--- src/rtl/uv_led_pkg.sv ---
// Shared constants and state encoding for the UV LED DAC driver.
package uv_led_pkg;

  localparam int unsigned I_MAX     = 167772;  // 20 mA in Q9.23 amps
  localparam int unsigned DAC_SCALE = 25599;
  localparam logic [7:0]  DAC_CMD   = 8'h30;   // write-and-update

  typedef enum logic [2:0] {
    StIdle,
    StLoad,
    StShift,
    StHold,
    StGap
  } state_e;

endpackage

--- src/rtl/uv_led_i2code.sv ---
// Clamps a Q9.23 current command and scales it to a 16-bit DAC code.
// The code register loads during the LOAD cycle of the frame FSM.
module uv_led_i2code #(
  parameter int unsigned DAC_SCALE = uv_led_pkg::DAC_SCALE,
  parameter int unsigned I_MAX     = uv_led_pkg::I_MAX
) (
  input  logic        clk,
  input  logic        rst,
  input  logic        load,
  input  logic [31:0] i_current,
  output logic [15:0] code
);

  logic [31:0] clamped;
  logic [47:0] product;
  logic [31:0] scaled;

  // Bit 31 set means the PID loop asked for negative current.
  always_comb begin
    if (i_current[31]) begin
      clamped = '0;
    end else if (i_current > I_MAX) begin
      clamped = I_MAX;
    end else begin
      clamped = i_current;
    end
  end

  assign product = 48'(clamped) * 48'(DAC_SCALE);
  assign scaled  = 32'(product >> 16);

  always_ff @(posedge clk) begin
    if (rst) begin
      code <= '0;
    end else if (load) begin
      code <= (scaled > 32'h0000_FFFF) ? 16'hFFFF : scaled[15:0];
    end
  end

endmodule

--- src/rtl/uv_led_dac_driver.sv ---
// Periodically samples the LED current command and writes it to an SPI DAC
// as a 24-bit write-and-update frame (CPOL=0, CPHA=0, MSB first).
module uv_led_dac_driver #(
  parameter int unsigned UPDATE_DIV = 1000,
  parameter int unsigned SCLK_DIV   = 4,
  parameter int unsigned DAC_SCALE  = uv_led_pkg::DAC_SCALE,
  parameter int unsigned I_MAX      = uv_led_pkg::I_MAX
) (
  input  logic        clk,
  input  logic        rst,
  input  logic        enable,
  input  logic [31:0] i_current,
  output logic        dac_cs_n,
  output logic        dac_sclk,
  output logic        dac_mosi,
  output logic        busy,
  output logic [15:0] dac_code,
  output logic        frame_done
);
  import uv_led_pkg::*;

  localparam int unsigned TickW = $clog2(UPDATE_DIV);
  localparam int unsigned DivW  = (SCLK_DIV > 1) ? $clog2(SCLK_DIV) : 1;

  logic [TickW-1:0] tick_cnt_q;
  logic             tick;
  state_e           state_q;
  logic [31:0]      cur_q;
  logic [DivW-1:0]  div_q;
  logic             div_end;
  logic [4:0]       bit_q;
  logic [4:0]       bit_nxt;
  logic [15:0]      code;
  logic [23:0]      frame;

  assign tick    = (tick_cnt_q == TickW'(UPDATE_DIV - 1));
  assign div_end = (div_q == DivW'(SCLK_DIV - 1));
  assign bit_nxt = bit_q - 5'd1;
  assign frame   = {DAC_CMD, code};

  always_ff @(posedge clk) begin
    assert (SCLK_DIV >= 2 && UPDATE_DIV >= 50 * SCLK_DIV + 2)
      else $error("uv_led_dac_driver: UPDATE_DIV must be >= 50*SCLK_DIV+2, SCLK_DIV >= 2");
  end

  always_ff @(posedge clk) begin
    if (rst || tick) begin
      tick_cnt_q <= '0;
    end else begin
      tick_cnt_q <= tick_cnt_q + TickW'(1);
    end
  end

  uv_led_i2code #(
    .DAC_SCALE (DAC_SCALE),
    .I_MAX     (I_MAX)
  ) u_i2code (
    .clk       (clk),
    .rst       (rst),
    .load      (state_q == StLoad),
    .i_current (cur_q),
    .code      (code)
  );

  // The LOAD cycle counts as the first cycle of the first SCLK low phase, so
  // chip select is low for exactly 49 half-periods.
  always_ff @(posedge clk) begin
    if (rst) begin
      state_q    <= StIdle;
      cur_q      <= '0;
      div_q      <= '0;
      bit_q      <= '0;
      dac_cs_n   <= 1'b1;
      dac_sclk   <= 1'b0;
      dac_mosi   <= 1'b0;
      busy       <= 1'b0;
      dac_code   <= '0;
      frame_done <= 1'b0;
    end else begin
      frame_done <= 1'b0;
      unique case (state_q)
        StIdle: begin
          if (tick && enable) begin
            state_q  <= StLoad;
            cur_q    <= i_current;
            div_q    <= '0;
            bit_q    <= 5'd23;
            dac_cs_n <= 1'b0;
            dac_mosi <= DAC_CMD[7];
            busy     <= 1'b1;
          end
        end
        StLoad: begin
          state_q <= StShift;
          div_q   <= div_q + DivW'(1);
        end
        StShift: begin
          if (div_end) begin
            div_q    <= '0;
            dac_sclk <= ~dac_sclk;
            if (dac_sclk) begin
              if (bit_q == 5'd0) begin
                state_q  <= StHold;
                dac_mosi <= 1'b0;
              end else begin
                bit_q    <= bit_nxt;
                dac_mosi <= frame[bit_nxt];
              end
            end
          end else begin
            div_q <= div_q + DivW'(1);
          end
        end
        StHold: begin
          if (div_end) begin
            div_q    <= '0;
            dac_cs_n <= 1'b1;
            state_q  <= StGap;
          end else begin
            div_q <= div_q + DivW'(1);
          end
        end
        StGap: begin
          if (div_end) begin
            div_q      <= '0;
            state_q    <= StIdle;
            busy       <= 1'b0;
            frame_done <= 1'b1;
            dac_code   <= code;
          end else begin
            div_q <= div_q + DivW'(1);
          end
        end
        default: state_q <= StIdle;
      endcase
    end
  end

endmodule

--- config.mk ---
export PLATFORM = sky130hd
export DESIGN_NAME = uv_led_dac_driver
export DESIGN_NICKNAME = d
export VERILOG_FILES = /design/src/rtl/uv_led_pkg.sv /design/src/rtl/uv_led_i2code.sv /design/src/rtl/uv_led_dac_driver.sv
export SDC_FILE = /design/constraint.sdc
export NUM_CORES = 1
export LEC_CHECK = 0
export ABC_CLOCK_PERIOD_IN_PS = 9400
export CAP_MARGIN = 20
export CORE_UTILIZATION = 37
export CTS_BUF_LIST = sky130_fd_sc_hd__clkbuf_8
export DETAILED_ROUTE_END_ITERATION = 8
export SLEW_MARGIN = 20
export SYNTH_ARGS = -nofsm -noshare
export SYNTH_HDL_FRONTEND = slang
export SYNTH_SLANG_ARGS = --single-unit
export TNS_END_PERCENT = 20
--- constraint.sdc ---
create_clock -name clk -period 9.4 [get_ports clk]
set_input_delay 2.82 -clock clk [delete_from_list [all_inputs] [get_ports clk]]
set_output_delay 2.82 -clock clk [all_outputs]
set_load 0.03 [all_outputs]
==> results.json <==
{
  "status": "finished clean",
  "nets": 1961,
  "die_h_um": 190,
  "final_cell_mix": "234 x inv_1, 191 x fa_1, 176 x ha_1, 155 x nand2_1, 122 x a21oi_1",
  "clk_pin_slew_ns": 0.09,
  "viasPerCell": 5.03,
  "cp-start-kind": "flip-flop",
  "clock_skew_ns": 0.0129,
  "path_buf_inv": 3,
  "timing.final.crit_share_pct": 91.7,
  "synth_edf_count": 0,
  "syn_area_um2": 13100,
  "hold_slack_ns": 0.457,
  "synth.avg_cell_area_um2": 8.96,
  "drc": 0,
  "n_antenna_cell": 0,
  "finalNonFillerCells": 2019,
  "ant_nets": 0,
  "required_ns": 9.60,
  "layout-drive-gt1-share_pct": 4.54,
  "yosys.area.top_type": "fa_1",
  "gp_congestion": 0.976,
  "crit_top_cell": "fa_1",
  "tightest_slew_ns": 0.916,
  "finalCoreUtilization_pct": 41.8,
  "cts.path.max_buffers": 2,
  "min_period_ns": 8.62,
  "die_w_um": 190,
  "antenna_found_initial": 0,
  "ctsHoldBuffers": 0,
  "rsz0062_at_grt": "no",
  "finalHoldViolCount": 0,
  "ios": 56,
  "grt_overflow_total": 0,
  "yosys_warnings": 0,
  "path_max_fanout": 16,
  "pwr_density_cell_nw_per_um2": 265,
  "arrival_ns": 8.82,
  "htree_num_levels": 3,
  "dr.pass1.iters": 7,
  "place_inst": 2003,
  "holdCritPathClass": "reg -> reg",
  "clock.fmax_mhz": 116,
  "setup_slack_ns": 0.780,
  "yosys_most_used_dff": "dfxtp_1",
  "place_area_um2": 14300,
  "final_common_cell": "inv_1",
  "setup_violations": 0,
  "synth_cell_types": 68,
  "cts_root_buf": "clkbuf_8",
  "cts_setup_buffers": 0,
  "ir_worst_vdd_mv": 0.377,
  "start_util_pct": 37.7,
  "p_leak_nw": 7.35,
  "critPathTopFamily": "adder cells",
  "grt_pass1_wl_um": 54600,
  "slew_viol_final": 0,
  "grt_pass1_vias": 10600,
  "area_growth_pct": 11.0,
  "max-cap-violations": 0,
  "pre_cts_slack_ns": 0.583,
  "async_flop_share_pct": 0,
  "cts_sinks": 89,
  "syn_inst": 1460,
  "fp-row-count": 68,
  "worstSkewPairLatency_ns": 0.37,
  "port_buffers": 55,
  "routed_wl_um": 32400,
  "ys_ff_latch": 89,
  "p_total_mw": 3.84,
  "grt_max_degree": 83,
  "hpwlAfterDp_um": 28400,
  "cp_slowest_cell": "fa_1",
  "core_area_um2": 34700,
  "grt.total_usage_pct": 19.0,
  "synth_top_cells_by_area": "fa_1 29%, ha_1 17%, dfxtp_1 14%",
  "maxSlewHeadroom_pct": 38.9,
  "critPathMaxStageDelay_ns": 0.64,
  "die-area_um2": 36100,
  "wire_per_inst_um": 16.1,
  "critical_path_class": "reg -> reg",
  "yosys.area.top_type_share_pct": 29.2,
  "seq_area_frac_synth_pct": 13.6,
  "cts_tree": "done",
  "drtIter0Drc": 564,
  "tns_ns": 0,
  "num_vias": 10200,
  "final_cell_area_um2": 14500,
  "numCtsBuffers": 9,
  "cp-end-kind": "flip-flop"
}
==> cells in the mapped netlist (3+ instances only) <==
cell	n
nand3b_1	4
o31ai_1	4
buf_2	5
mux2i_1	4
nor3_1	11
dfxtp_1	89
nand3_1	16
o21ai_0	41
ha_1	176
or3_1	3
a21oi_1	123
and2_1	8
xnor2_1	38
and4_1	4
a211oi_2	10
a31oi_1	9
nor4_1	8
nor3b_1	5
inv_1	234
xor2_1	19
and3_1	17
a21o_1	21
nor2_1	90
or2_2	19
nand4_2	3
a221oi_1	3
o21a_1	3
mux4_2	5
fa_1	191
o41ai_1	4
nand2_1	155
o21bai_1	7
nand4_1	20
nor2b_1	5
a211oi_1	16
clkbuf_1	43
nand2b_1	7
==> flip-flops by register name (all words and copies together), names as in the netlist <==
signal         count
bit_q              5
busy               1
cur_q             32
dac_code          16
dac_cs_n           1
dac_mosi           1
dac_sclk           1
div_q              2
frame_done         1
state_q            3
tick_cnt_q        10
u_i2code.code     16
==> worst paths after layout <==
path / depth (start not counted) / from / slack (ns) / endpoint
setup / recovery: 30 / cur_q[6]$_SDFFE_PP0P_ / 0.78 / u_i2code.code[13]$_SDFFE_PP0P_
setup reg to reg: 30 / cur_q[6]$_SDFFE_PP0P_ / 0.78 / u_i2code.code[13]$_SDFFE_PP0P_
hold reg to reg: 1 / tick_cnt_q[0]$_SDFF_PP0_ / 0.46 / tick_cnt_q[0]$_SDFF_PP0_
hold / removal: 1 / tick_cnt_q[0]$_SDFF_PP0_ / 0.46 / tick_cnt_q[0]$_SDFF_PP0_
==> metal layers <==
metal / vias up / wire length (um) / share of wire (%) / track usage [%]
met2: 167 / 16000 / 49 / 32.8
met3: 38 / 1410 / 4.4 / 2.80
met5: - / 0 / 0 / 0
met1: 5014 / 14600 / 45 / 25.3
li1: 4942 / - / - / -
met4: 0 / 493 / 1.5 / 3.44
==> cell families after synthesis <==
| kind of cell | share of synthesized area [%] |
|---|---|
| DFF | 13.6 |
| AOI/OAI and AO/OA | 12.8 |
| xor gates and xnor gates | 3.81 |
| adders and majority gates | 46.0 |
| buffers and inverters | 8.26 |
| muxes | 1.25 |
| other | 0.0574 |
| and+or+nand+nor | 14.2 |
==> report_power, final <==
part / switching (mW) / total, mW / internal (mW)
clock: 0.143 / 0.249 / 0.106
combinational: 1.91 / 3.22 / 1.31
sequential: 0.000697 / 0.378 / 0.378
==> area by class of cell <==
class / count / area (um2)
fill: 3516 / 20200
sequential: 89 / 1780
clock buffer: 10 / 138
clock inverter: 6 / 48.8
tap: 455 / 569
multi-input combinational: 1165 / 10500
inverter: 234 / 878
timing repair buffer: 60 / 583
==> repair_timing <==
| item | in CTS | in global routing |
|---|---|---|
| setup endpoints to repair | 0 | 16 |
| endpoints found under the hold margin | 0 | 0 |
| gates resized for setup | 0 | 1 |
Power figures use the tool's default switching activity.
